<file path="config.mk">
export PLATFORM = sky130hd
export DESIGN_NAME = sub_bytes_arbiter_flat
export DESIGN_NICKNAME = d
export VERILOG_FILES = /design/src/rtl/sub_bytes_arbiter_if.sv /design/src/rtl/sub_bytes_arbiter.sv /design/src/flat_wrapper.sv
export SDC_FILE = /design/constraint.sdc
export NUM_CORES = 1
export LEC_CHECK = 0
export CAP_MARGIN = 20
export CORE_AREA = 4 4 250 252
export CTS_BUF_LIST = sky130_fd_sc_hd__clkbuf_16
export DETAILED_ROUTE_END_ITERATION = 12
export DIE_AREA = 0 0 254 256
export GPL_TIMING_DRIVEN = 0
export PLACE_DENSITY = 0.48
export SLEW_MARGIN = 20
export SYNTH_ARGS = -nofsm -noshare
export SYNTH_HDL_FRONTEND = slang
export SYNTH_SLANG_ARGS = --single-unit
export TNS_END_PERCENT = 100
</file>
<file path="constraint.sdc">
create_clock -name clk_in -period 5.18 [get_ports clk_in]
set_input_delay 1.036 -clock clk_in [delete_from_list [all_inputs] [get_ports clk_in]]
set_output_delay 1.036 -clock clk_in [all_outputs]
set_load 0.005 [all_outputs]
</file>
<file path="src/rtl/sub_bytes_arbiter_if.sv">
// sub_bytes_arbiter_if: request, result and engine-side signals of the
// sub_bytes arbiter. The slave modport is the arbiter's view; the master
// modport is the view of whatever drives the requesters and the engine.
interface sub_bytes_arbiter_if;
    logic [1:0]       req_in;
    logic [15:0][7:0] blk0_in;
    logic [15:0][7:0] blk1_in;
    logic [1:0]       grant_out;
    logic [1:0]       done_out;
    logic [15:0][7:0] result_out;
    logic             timeout_out;
    logic             busy_out;
    logic             eng_start_out;
    logic [15:0][7:0] eng_block_out;
    logic [15:0][7:0] eng_block_in;
    logic             eng_valid_in;

    modport slave (
        input  req_in, blk0_in, blk1_in, eng_block_in, eng_valid_in,
        output grant_out, done_out, result_out, timeout_out, busy_out,
               eng_start_out, eng_block_out
    );

    modport master (
        output req_in, blk0_in, blk1_in, eng_block_in, eng_valid_in,
        input  grant_out, done_out, result_out, timeout_out, busy_out,
               eng_start_out, eng_block_out
    );
endinterface

</file>
<file path="src/rtl/sub_bytes_arbiter.sv">
// sub_bytes_arbiter: shares one sub_bytes engine between the cipher round
// path (requester 0) and key expansion (requester 1). The winner's block is
// latched, the engine is started with a one-cycle pulse, and the result (or
// a zero block on timeout) is returned with a one-cycle done pulse.
//
// Optional feature: define SUB_BYTES_ARB_ROUND_ROBIN_EN for round-robin
// contention handling; otherwise requester 0 has fixed priority.
//
// state | meaning
// ------+---------------------------------------------------------------
// IDLE  | no transaction; arbitrate any pending request
// WAIT  | engine started; wait for eng_valid_in or the wait limit
// DONE  | done pulse issued; drop grant and return to IDLE
module sub_bytes_arbiter #(
    parameter int WAIT_LIMIT = 64
) (
    input logic               clk_in,
    input logic               rst_n_in,
    sub_bytes_arbiter_if.slave bus
);

    localparam int CNT_W = $clog2(WAIT_LIMIT + 1);
    localparam logic [CNT_W-1:0] LIMIT = CNT_W'(WAIT_LIMIT);

    localparam logic [1:0] ST_IDLE = 2'd0;
    localparam logic [1:0] ST_WAIT = 2'd1;
    localparam logic [1:0] ST_DONE = 2'd2;

    logic [1:0]       state;
    logic [CNT_W-1:0] wait_cnt;
    logic [CNT_W-1:0] wait_cnt_nxt;
    logic [1:0]       grant_q;
    logic [1:0]       done_q;
    logic [127:0]     result_q;
    logic             timeout_q;
    logic             busy_q;
    logic             start_q;
    logic [127:0]     eng_block_q;

    logic             win_idx;
    logic [1:0]       win_onehot;
    logic [127:0]     win_blk;

`ifdef SUB_BYTES_ARB_ROUND_ROBIN_EN
    logic last_idx;

    // On contention, the requester that was not served last wins
    always_comb begin
        win_idx = 1'b0;
        case (bus.req_in)
            2'b10:   win_idx = 1'b1;
            2'b11:   win_idx = ~last_idx;
            default: win_idx = 1'b0;
        endcase
    end

    // Pointer holds the last winner and moves only when a grant is issued
    always_ff @(posedge clk_in or negedge rst_n_in) begin
        if (!rst_n_in) begin
            last_idx <= 1'b1;
        end else if (state == ST_IDLE && bus.req_in != 2'b00) begin
            last_idx <= win_idx;
        end
    end
`else
    // Fixed priority: requester 0 wins whenever it is requesting
    always_comb begin
        win_idx = ~bus.req_in[0];
    end
`endif

    // Winner's one-hot grant, its block, and the saturating counter step
    always_comb begin
        win_onehot   = win_idx ? 2'b10 : 2'b01;
        win_blk      = win_idx ? bus.blk1_in : bus.blk0_in;
        wait_cnt_nxt = (wait_cnt == LIMIT) ? LIMIT : wait_cnt + CNT_W'(1);
    end

    // Arbitration FSM; every output is a register
    always_ff @(posedge clk_in or negedge rst_n_in) begin
        if (!rst_n_in) begin
            state       <= ST_IDLE;
            wait_cnt    <= '0;
            grant_q     <= 2'b00;
            done_q      <= 2'b00;
            result_q    <= '0;
            timeout_q   <= 1'b0;
            busy_q      <= 1'b0;
            start_q     <= 1'b0;
            eng_block_q <= '0;
        end else begin
            start_q   <= 1'b0;
            done_q    <= 2'b00;
            timeout_q <= 1'b0;
            case (state)
                ST_IDLE: begin
                    if (bus.req_in != 2'b00) begin
                        grant_q     <= win_onehot;
                        eng_block_q <= win_blk;
                        start_q     <= 1'b1;
                        wait_cnt    <= '0;
                        busy_q      <= 1'b1;
                        state       <= ST_WAIT;
                    end
                end
                ST_WAIT: begin
                    wait_cnt <= wait_cnt_nxt;
                    // valid during the start-pulse cycle cannot belong to this block
                    if (bus.eng_valid_in && !start_q) begin
                        result_q <= bus.eng_block_in;
                        done_q   <= grant_q;
                        state    <= ST_DONE;
                    end else if (wait_cnt_nxt == LIMIT) begin
                        result_q  <= '0;
                        done_q    <= grant_q;
                        timeout_q <= 1'b1;
                        state     <= ST_DONE;
                    end
                end
                ST_DONE: begin
                    grant_q <= 2'b00;
                    busy_q  <= 1'b0;
                    state   <= ST_IDLE;
                end
                default: begin
                    grant_q <= 2'b00;
                    busy_q  <= 1'b0;
                    state   <= ST_IDLE;
                end
            endcase
        end
    end

    assign bus.grant_out     = grant_q;
    assign bus.done_out      = done_q;
    assign bus.result_out    = result_q;
    assign bus.timeout_out   = timeout_q;
    assign bus.busy_out      = busy_q;
    assign bus.eng_start_out = start_q;
    assign bus.eng_block_out = eng_block_q;

endmodule

</file>
<file path="src/flat_wrapper.sv">
// flat-port wrapper written by rule: the top's interface ports become plain ports
module sub_bytes_arbiter_flat 
#(
    parameter int WAIT_LIMIT = 64
)
  (clk_in, rst_n_in, bus_req_in, bus_blk0_in, bus_blk1_in, bus_eng_block_in, bus_eng_valid_in, bus_grant_out, bus_done_out, bus_result_out, bus_timeout_out, bus_busy_out, bus_eng_start_out, bus_eng_block_out);
  sub_bytes_arbiter_if bus_i ();
  input logic clk_in;
  input logic rst_n_in;
  input wire logic [$bits(bus_i.req_in)-1:0] bus_req_in;
  input wire logic [$bits(bus_i.blk0_in)-1:0] bus_blk0_in;
  input wire logic [$bits(bus_i.blk1_in)-1:0] bus_blk1_in;
  input wire logic [$bits(bus_i.eng_block_in)-1:0] bus_eng_block_in;
  input wire logic [$bits(bus_i.eng_valid_in)-1:0] bus_eng_valid_in;
  output wire logic [$bits(bus_i.grant_out)-1:0] bus_grant_out;
  output wire logic [$bits(bus_i.done_out)-1:0] bus_done_out;
  output wire logic [$bits(bus_i.result_out)-1:0] bus_result_out;
  output wire logic [$bits(bus_i.timeout_out)-1:0] bus_timeout_out;
  output wire logic [$bits(bus_i.busy_out)-1:0] bus_busy_out;
  output wire logic [$bits(bus_i.eng_start_out)-1:0] bus_eng_start_out;
  output wire logic [$bits(bus_i.eng_block_out)-1:0] bus_eng_block_out;
  assign bus_i.req_in = bus_req_in;
  assign bus_i.blk0_in = bus_blk0_in;
  assign bus_i.blk1_in = bus_blk1_in;
  assign bus_i.eng_block_in = bus_eng_block_in;
  assign bus_i.eng_valid_in = bus_eng_valid_in;
  assign bus_grant_out = bus_i.grant_out;
  assign bus_done_out = bus_i.done_out;
  assign bus_result_out = bus_i.result_out;
  assign bus_timeout_out = bus_i.timeout_out;
  assign bus_busy_out = bus_i.busy_out;
  assign bus_eng_start_out = bus_i.eng_start_out;
  assign bus_eng_block_out = bus_i.eng_block_out;
  sub_bytes_arbiter #(.WAIT_LIMIT(WAIT_LIMIT)) u_core (.clk_in(clk_in), .rst_n_in(rst_n_in), .bus(bus_i));
endmodule
</file>
==> flow_metrics.py, run 1 <==
metrics = {
    "run_status": {
        "outcome": "finished, final reports clean",
    },
    "timing": {
        "setup_slack_ns": 2.18,
        "setup_skew_ns": 0.0249,
        "period_minus_slack_ns": 3.00,
        "period_share_pct": 57.8,
        "timing.final.max_slew_violations": 0,
        "maxClockFrequency_ghz": 0.334,
        "report.final.hold_viol_count": 0,
        "setup_repair_after_global_routing_missed_its_margin": "false",
        "finalSetupViolCount": 0,
        "max_slew_margin_pct": 33.2,
        "worst_slew_pin_slew_ns": 0.995,
    },
    "cells_and_area": {
        "post_route_cells_drive_above_1_share_pct": 6.66,
        "post_layout_nets": 2152,
        "most_common_cell_after_layout_fill_and_taps_aside": "sky130_fd_sc_hd__clkdlybuf4s50_1",
        "layout-area-overhead-vs-synth_pct": 71.2,
        "layoutNonFillerInstCount": 2570,
        "most-common-layout-cells": "sky130_fd_sc_hd__clkdlybuf4s50_1 (649), sky130_fd_sc_hd__dfrtp_1 (272), sky130_fd_sc_hd__mux2i_1 (257)",
    },
    "setup_path": {
        "cell_mode_on_critical_path": "sky130_fd_sc_hd__buf_2",
        "critical_path.max_fanout": 10,
        "worstSetupStartpointType": "input pin",
        "worst_ep_arrival_time_ns": 3.43,
        "critPathLaunch": "bus_req_in[1]",
        "crit_path_top_delay_cell": "sky130_fd_sc_hd__o21ai_1",
        "crit_path_cell_trace": "clkdlybuf4s50_1 > o21ai_1 > buf_2 > buf_2 > buf_2 > nand2_1 > o21ai_0",
        "required_ns": 5.62,
        "endpoint_kind": "flip-flop",
        "max_stage_delay_ns": 0.77,
        "critical_path_class": "in2reg",
        "cp.buffers_inverters": 4,
        "critical_path.reg2reg.startpoint": "u_core.state[1]$_DFFE_PN0P_",
        "critPathTopFamily": "buffers and inverters",
    },
    "routing": {
        "drtPass1Iterations": 4,
        "dr.first_iter.drc_count": 365,
        "detailroute.via_count": 10800,
        "drtAntennaViolNets": 0,
        "detail_route.drc_violations": 0,
        "routed_via_density": 4.21,
        "avgRoutedWirePerCell_um": 21.1,
        "drt_wl_total_mm": 54.2,
    },
    "place": {
        "placement_setup_slack_ns": 1.46,
        "placed_cells_incl_taps": 2506,
        "port_buffers": 650,
        "hpwlAfterDp_mm": 44.3,
        "place_congestion": 0.816,
    },
    "yosys": {
        "post-synth-top-area-cell": "sky130_fd_sc_hd__dfrtp_1",
        "synthDominantCellAreaShare_pct": 55.9,
        "synthesis_warnings": 0,
        "mappedNetlistArea_mm2": 0.0122,
        "yosysUniqueCellTypes": 42,
        "main_area_contributors_after_synthesis": "sky130_fd_sc_hd__dfrtp_1 (56%), sky130_fd_sc_hd__mux2i_1 (21%), sky130_fd_sc_hd__o21ai_0 (5.4%)",
        "asyncSetResetFlopFracSynth_pct": 100,
        "seq_area_frac_synth_pct": 55.9,
        "yosys_most_used_dff": "sky130_fd_sc_hd__dfrtp_1",
        "mappedNetlistNets": 1462,
        "post_synth_inst_count": 1071,
        "number_of_flops_mapped_to_enable_cells_by_yosys": 0,
        "postSynthAreaPerCell_um2": 11.4,
        "synth_seq_cells": 272,
    },
    "pwr": {
        "pwr_density_cell_mw_per_mm2": 546,
        "cellLeakagePower_nw": 9.46,
        "peakVddDrop_uv": 213,
        "total_power_consumption_mw": 11.4,
    },
    "clock_tree": {
        "clk_transition_reported_paths_ns": 0.06,
        "clkLatencyLatePin_ns": 0.54,
        "numCtsBuffers": 35,
        "cts_max_path_buffers": 3,
        "cts_htree_levels": 2,
        "cts_tree": "done",
        "clock-root-buffer": "sky130_fd_sc_hd__clkbuf_16",
        "numClockSinks": 272,
        "hold_buffers": 0,
        "cts_resized": 0,
        "post_cts_buffers": 0,
    },
    "floorplan": {
        "chipHeight_um": 256,
        "num_rows": 90,
        "initial_core_utilization_pct": 20.3,
        "chipWidth_um": 254,
        "design.core.area_mm2": 0.0601,
        "total_die_area_mm2": 0.0650,
        "boundaryPins": 652,
    },
    "global_routing": {
        "antenna_found_initial": 5,
        "globalRoute.totalOverflow": 0,
        "grtUsageTotal_pct": 16.0,
        "grt_first_pass_wirelength_mm": 78.5,
        "grt_start_max_net_pins": 91,
        "number_of_global_route_vias_before_repair": 11900,
    },
    "hold_path": {
        "hold_path.class": "in2async",
    },
    "job": {
        "max_cap_viol_count": 0,
    },
}
power by group:
part	leakage [nW]	switching (mW)	internal, mW
sequential	3.30	0.597	3.18
clock	0.566	0.973	1.38
combinational	5.59	2.43	2.83
total	9.46	4.00	7.39
state kept, by name (all words and copies together), names as in the netlist:
signal and flops:
u_core.wait_cnt 7, u_core.bus.result_out 128, u_core.bus.grant_out 2, u_core.state 2, u_core.bus.eng_block_out 128, u_core.bus.eng_start_out 1
u_core.bus.busy_out 1, u_core.bus.done_out 2, u_core.bus.timeout_out 1
per-stage QoR:
| step | setup TNS (ns) | instance area, um^2 | utilization, % | hold slack (ns) |
|---|---|---|---|---|
| after floorplan | 0 | 12200 | - | 0.473 |
| after global placement | -2611.50 | 19700 | 32.7 | 0.461 |
| after detailed placement | 0 | 19800 | 32.8 | 0.469 |
| after CTS | 0 | 20800 | 34.7 | 0.288 |
| after global routing | 0 | 20800 | 34.7 | 0.308 |
| final | 0 | 20800 | 34.7 | 0.339 |
cell families after synthesis:
group | share of synthesized area (%)
AO/OA/AOI/OAI | 12.4
flip-flops | 55.9
multiplexers | 21.1
AND/OR/NAND/NOR | 5.39
buffers and inverters | 4.78
XOR/XNOR | 0.216
adder cells (fa/ha/maj) | 0.205
worst register-to-register path, delay by kind of cell (launching register included):
kind | cells | cell delay, ns
AOI/OAI and AO/OA | 2 | 0.61
and+or+nand+nor | 2 | 0.13
buffers and inverters | 3 | 1.05
DFF | 1 | 0.48
routing by layer:
metal | global-route usage (%) | share of wire [%]
met3 | 5.91 | 9.4
met4 | 4.13 | 2.5
met1 | 18.0 | 38
met2 | 28.6 | 50
met5 | 0 | 0.070
path summary, 6_finish.rpt:
kind / end / slack [ns] / depth (start not counted)
worst max-delay path: u_core.bus.eng_block_out[5]$_DFFE_PN0P_ / 2.18 / 7
worst min-delay path: u_core.bus.result_out[18]$_DFFE_PN0P_ / 0.34 / 1
worst max register to register: u_core.bus.eng_block_out[5]$_DFFE_PN0P_ / 2.80 / 7
worst min register to register: u_core.bus.eng_block_out[50]$_DFFE_PN0P_ / 0.48 / 2
max in group asynchronous: u_core.bus.eng_block_out[25]$_DFFE_PN0P_ / 4.06 / 2
min in group clk_in: u_core.bus.eng_block_out[50]$_DFFE_PN0P_ / 0.48 / 2
layout make-up:
cell class	count	area [um^2]
clock inverter	28	218
multi-input combinational	702	4790
clock buffer	35	876
timing repair buffer	653	6590
buffer	91	559
inverter	6	22.5
fill	6152	39300
sequential	272	6810
antenna	1	2.50
tap	782	978
cell usage after synthesis, types with 2 or more instances:
cell                         n
sky130_fd_sc_hd__nor3_1      2
sky130_fd_sc_hd__mux2i_1   257
sky130_fd_sc_hd__and3_1      2
sky130_fd_sc_hd__clkbuf_1   38
sky130_fd_sc_hd__a21oi_1   120
sky130_fd_sc_hd__nand2_1   132
sky130_fd_sc_hd__buf_2      33
sky130_fd_sc_hd__o21ai_0   132
sky130_fd_sc_hd__a211oi_1    3
sky130_fd_sc_hd__nand4_1     2
sky130_fd_sc_hd__nand3_1     3
sky130_fd_sc_hd__ha_1        2
sky130_fd_sc_hd__dfrtp_1   272
sky130_fd_sc_hd__nor3b_1     2
sky130_fd_sc_hd__buf_6       5
sky130_fd_sc_hd__nor2_1      6
sky130_fd_sc_hd__xnor2_1     2
sky130_fd_sc_hd__a21oi_2    11
sky130_fd_sc_hd__buf_1       2
sky130_fd_sc_hd__buf_8       9
sky130_fd_sc_hd__buf_12      2
sky130_fd_sc_hd__nand2b_1    3
sky130_fd_sc_hd__a21o_1      3
sky130_fd_sc_hd__a311oi_1    2
sky130_fd_sc_hd__inv_1       6
sky130_fd_sc_hd__nor2b_1     2
sky130_fd_sc_hd__a31o_2      2
sky130_fd_sc_hd__o22ai_1     2
Note: power is estimated with default switching activity, not from simulation.
==> run 2: changes to the inputs <==
==> constraint.sdc (replaced) <==
create_clock -name clk_in -period 3.13 [get_ports clk_in]
set_input_delay 0.626 -clock clk_in [delete_from_list [all_inputs] [get_ports clk_in]]
set_output_delay 0.626 -clock clk_in [all_outputs]
set_load 0.005 [all_outputs]
==> flow_metrics.py, run 2 (synthesis gave the netlist of run 1 again) <==
metrics = {
    "run_status": {
        "outcome": "finished, final reports clean",
    },
    "timing": {
        "setup_repair_after_global_routing_missed_its_margin": "false",
        "max_slew_margin_pct": 37.0,
        "tns_ns": 0,
        "timing.final.max_slew_violations": 0,
        "period_minus_slack_ns": 2.53,
        "setup_skew_ns": 0.0243,
        "worst_slew_pin_slew_ns": 0.939,
        "maxClockFrequency_ghz": 0.395,
        "report.final.hold_viol_count": 0,
        "period_share_pct": 81.0,
        "finalSetupViolCount": 0,
    },
    "hold_path": {
        "timing.hold.worst_path_depth": 2,
        "hold_path.class": "reg2reg",
        "worstHoldEndpoint": "u_core.bus.eng_block_out[50]$_DFFE_PN0P_",
        "hold_start": "u_core.bus.eng_block_out[50]$_DFFE_PN0P_",
    },
    "setup_path": {
        "max_stage_delay_ns": 0.73,
        "critical_path_class": "in2reg",
        "worst_r2r_endpoint": "u_core.bus.eng_block_out[5]$_DFFE_PN0P_",
        "rrSetupSlack_ns": 0.79,
        "critical_path.reg2reg.startpoint": "u_core.state[1]$_DFFE_PN0P_",
        "endpoint_kind": "flip-flop",
        "critical_path.max_fanout": 10,
        "required_ns": 3.57,
        "cell_mode_on_critical_path": "sky130_fd_sc_hd__buf_2",
        "crit_path_top_delay_cell": "sky130_fd_sc_hd__o21ai_1",
        "critPathLaunch": "bus_req_in[1]",
        "worstSetupStartpointType": "input pin",
        "crit_path_cell_trace": "clkdlybuf4s50_1 > o21ai_1 > buf_2 > buf_2 > buf_2 > nand2_1 > o21ai_0",
        "worst_ep_arrival_time_ns": 2.97,
        "worst_r2r_path_depth": 7,
    },
    "cells_and_area": {
        "post_route_cells_drive_above_1_share_pct": 6.66,
        "layoutNonFillerInstCount": 2571,
        "most_common_cell_after_layout_fill_and_taps_aside": "sky130_fd_sc_hd__clkdlybuf4s50_1",
        "layout-area-overhead-vs-synth_pct": 71.3,
        "post_layout_nets": 2153,
        "final.fill_count": 6151,
        "most-common-layout-cells": "sky130_fd_sc_hd__clkdlybuf4s50_1 (649), sky130_fd_sc_hd__dfrtp_1 (272), sky130_fd_sc_hd__mux2i_1 (257)",
    },
    "floorplan": {
        "total_die_area_mm2": 0.0650,
        "chipWidth_um": 254,
        "initial_core_utilization_pct": 20.3,
        "chipHeight_um": 256,
        "boundaryPins": 652,
        "design.core.area_mm2": 0.0601,
        "num_rows": 90,
    },
    "global_routing": {
        "grt_start_max_net_pins": 91,
        "number_of_global_route_vias_before_repair": 11900,
        "globalRoute.totalOverflow": 0,
        "grtUsageTotal_pct": 16.0,
        "grt_first_pass_wirelength_mm": 78.5,
        "antenna_found_initial": 5,
    },
    "pwr": {
        "cell_internal_pwr_mw": 12.2,
        "clockPowerShare_pct": 20.7,
        "pwr_density_cell_mw_per_mm2": 904,
        "total_power_consumption_mw": 18.8,
        "peakVddDrop_uv": 351,
        "switching_fraction_pct": 35.1,
        "power.share.sequential_pct": 33.1,
        "cellLeakagePower_nw": 9.46,
        "power_frac_comb_pct": 46.1,
        "p_sw_mw": 6.61,
    },
    "clock_tree": {
        "numClockSinks": 272,
        "clock-root-buffer": "sky130_fd_sc_hd__clkbuf_16",
        "cts_max_path_buffers": 3,
        "clk_transition_reported_paths_ns": 0.06,
        "cts_tree": "done",
        "numCtsBuffers": 35,
        "cts_htree_levels": 2,
        "cts_resized": 0,
        "clkLatencyLatePin_ns": 0.54,
    },
    "routing": {
        "routed_via_density": 4.22,
        "drtAntennaViolNets": 0,
        "detailroute.via_count": 10800,
        "avgRoutedWirePerCell_um": 21.1,
        "drtPass1Iterations": 4,
        "drt_wl_total_mm": 54.2,
        "detail_route.drc_violations": 0,
        "dr.first_iter.drc_count": 349,
    },
    "place": {
        "hpwlAfterDp_mm": 44.3,
        "placed_cells_incl_taps": 2506,
        "port_buffers": 650,
        "place_congestion": 0.816,
    },
    "job": {
        "max_cap_viol_count": 0,
    },
}
-- run 2: cell type report --
class	instances	area, um^2	share of cell area, %
repair buffers	654	6600	31.7
multi-input cells	702	4790	23.0
inverters	6	22.5	0.108
plain buffers	91	559	2.68
clock buffers	35	876	4.20
clock inverters	28	218	1.04
diodes	1	2.50	0.0120
well taps	782	978	4.69
flip-flops and latches	272	6810	32.6
-- run 2: what timing repair did --
action                                 4_1_cts  5_1_grt
hold buffers                                 1        0
buffers inserted                             0        0
endpoints found under the hold margin       20        0
-- run 2: critical path, delay by kind of cell --
kind / cells / cell delay, ns
buf+inv: 4 / 1.45
simple gates: 1 / 0.07
compound gates: 2 / 0.81
-- run 2: worst max path at each step --
stage	to	slack (ns)	cells past startpoint
2_1_floorplan	u_core.bus.result_out[10]$_DFFE_PN0P_	1.17	7
3_3_place_gp	u_core.bus.eng_block_out[28]$_DFFE_PN0P_	-11.28	1
3_5_place_dp	u_core.bus.eng_block_out[5]$_DFFE_PN0P_	-0.18	7
4_1_cts	u_core.bus.eng_block_out[5]$_DFFE_PN0P_	0.42	7
5_1_grt	u_core.bus.eng_block_out[5]$_DFFE_PN0P_	0.34	7
6_report	u_core.bus.eng_block_out[5]$_DFFE_PN0P_	0.60	7
-- run 2: power groups by stage --
stage | Sequential [mW] | Combinational, mW | Clock (mW)
2_1_floorplan | 6.32 | 3.11 | 0
3_3_place_gp | 6.26 | 8.88 | 0
3_5_place_dp | 6.32 | 8.93 | 0
4_1_cts | 6.28 | 8.96 | 4.08
5_1_grt | 6.50 | 9.54 | 4.20
6_report | 6.25 | 8.70 | 3.90
-- run 2: metal layers --
| metal | GRT usage [%] | routed length [um] |
|---|---|---|
| met5 | 0 | 38 |
| met3 | 5.91 | 5120 |
| met1 | 18.0 | 20400 |
| met4 | 4.13 | 1340 |
| met2 | 28.6 | 27300 |
-- run 2: through the flow --
stage	utilization (%)	cell area [um^2]	setup slack, ns	hold slack (ns)
final	34.7	20900	0.596	0.475
after CTS	34.7	20900	0.420	0.477
after global routing	34.7	20900	0.337	0.495
after floorplan	-	12200	1.17	0.330
after global placement	32.7	19700	-11.28	0.461
after detailed placement	32.8	19800	-0.179	0.469
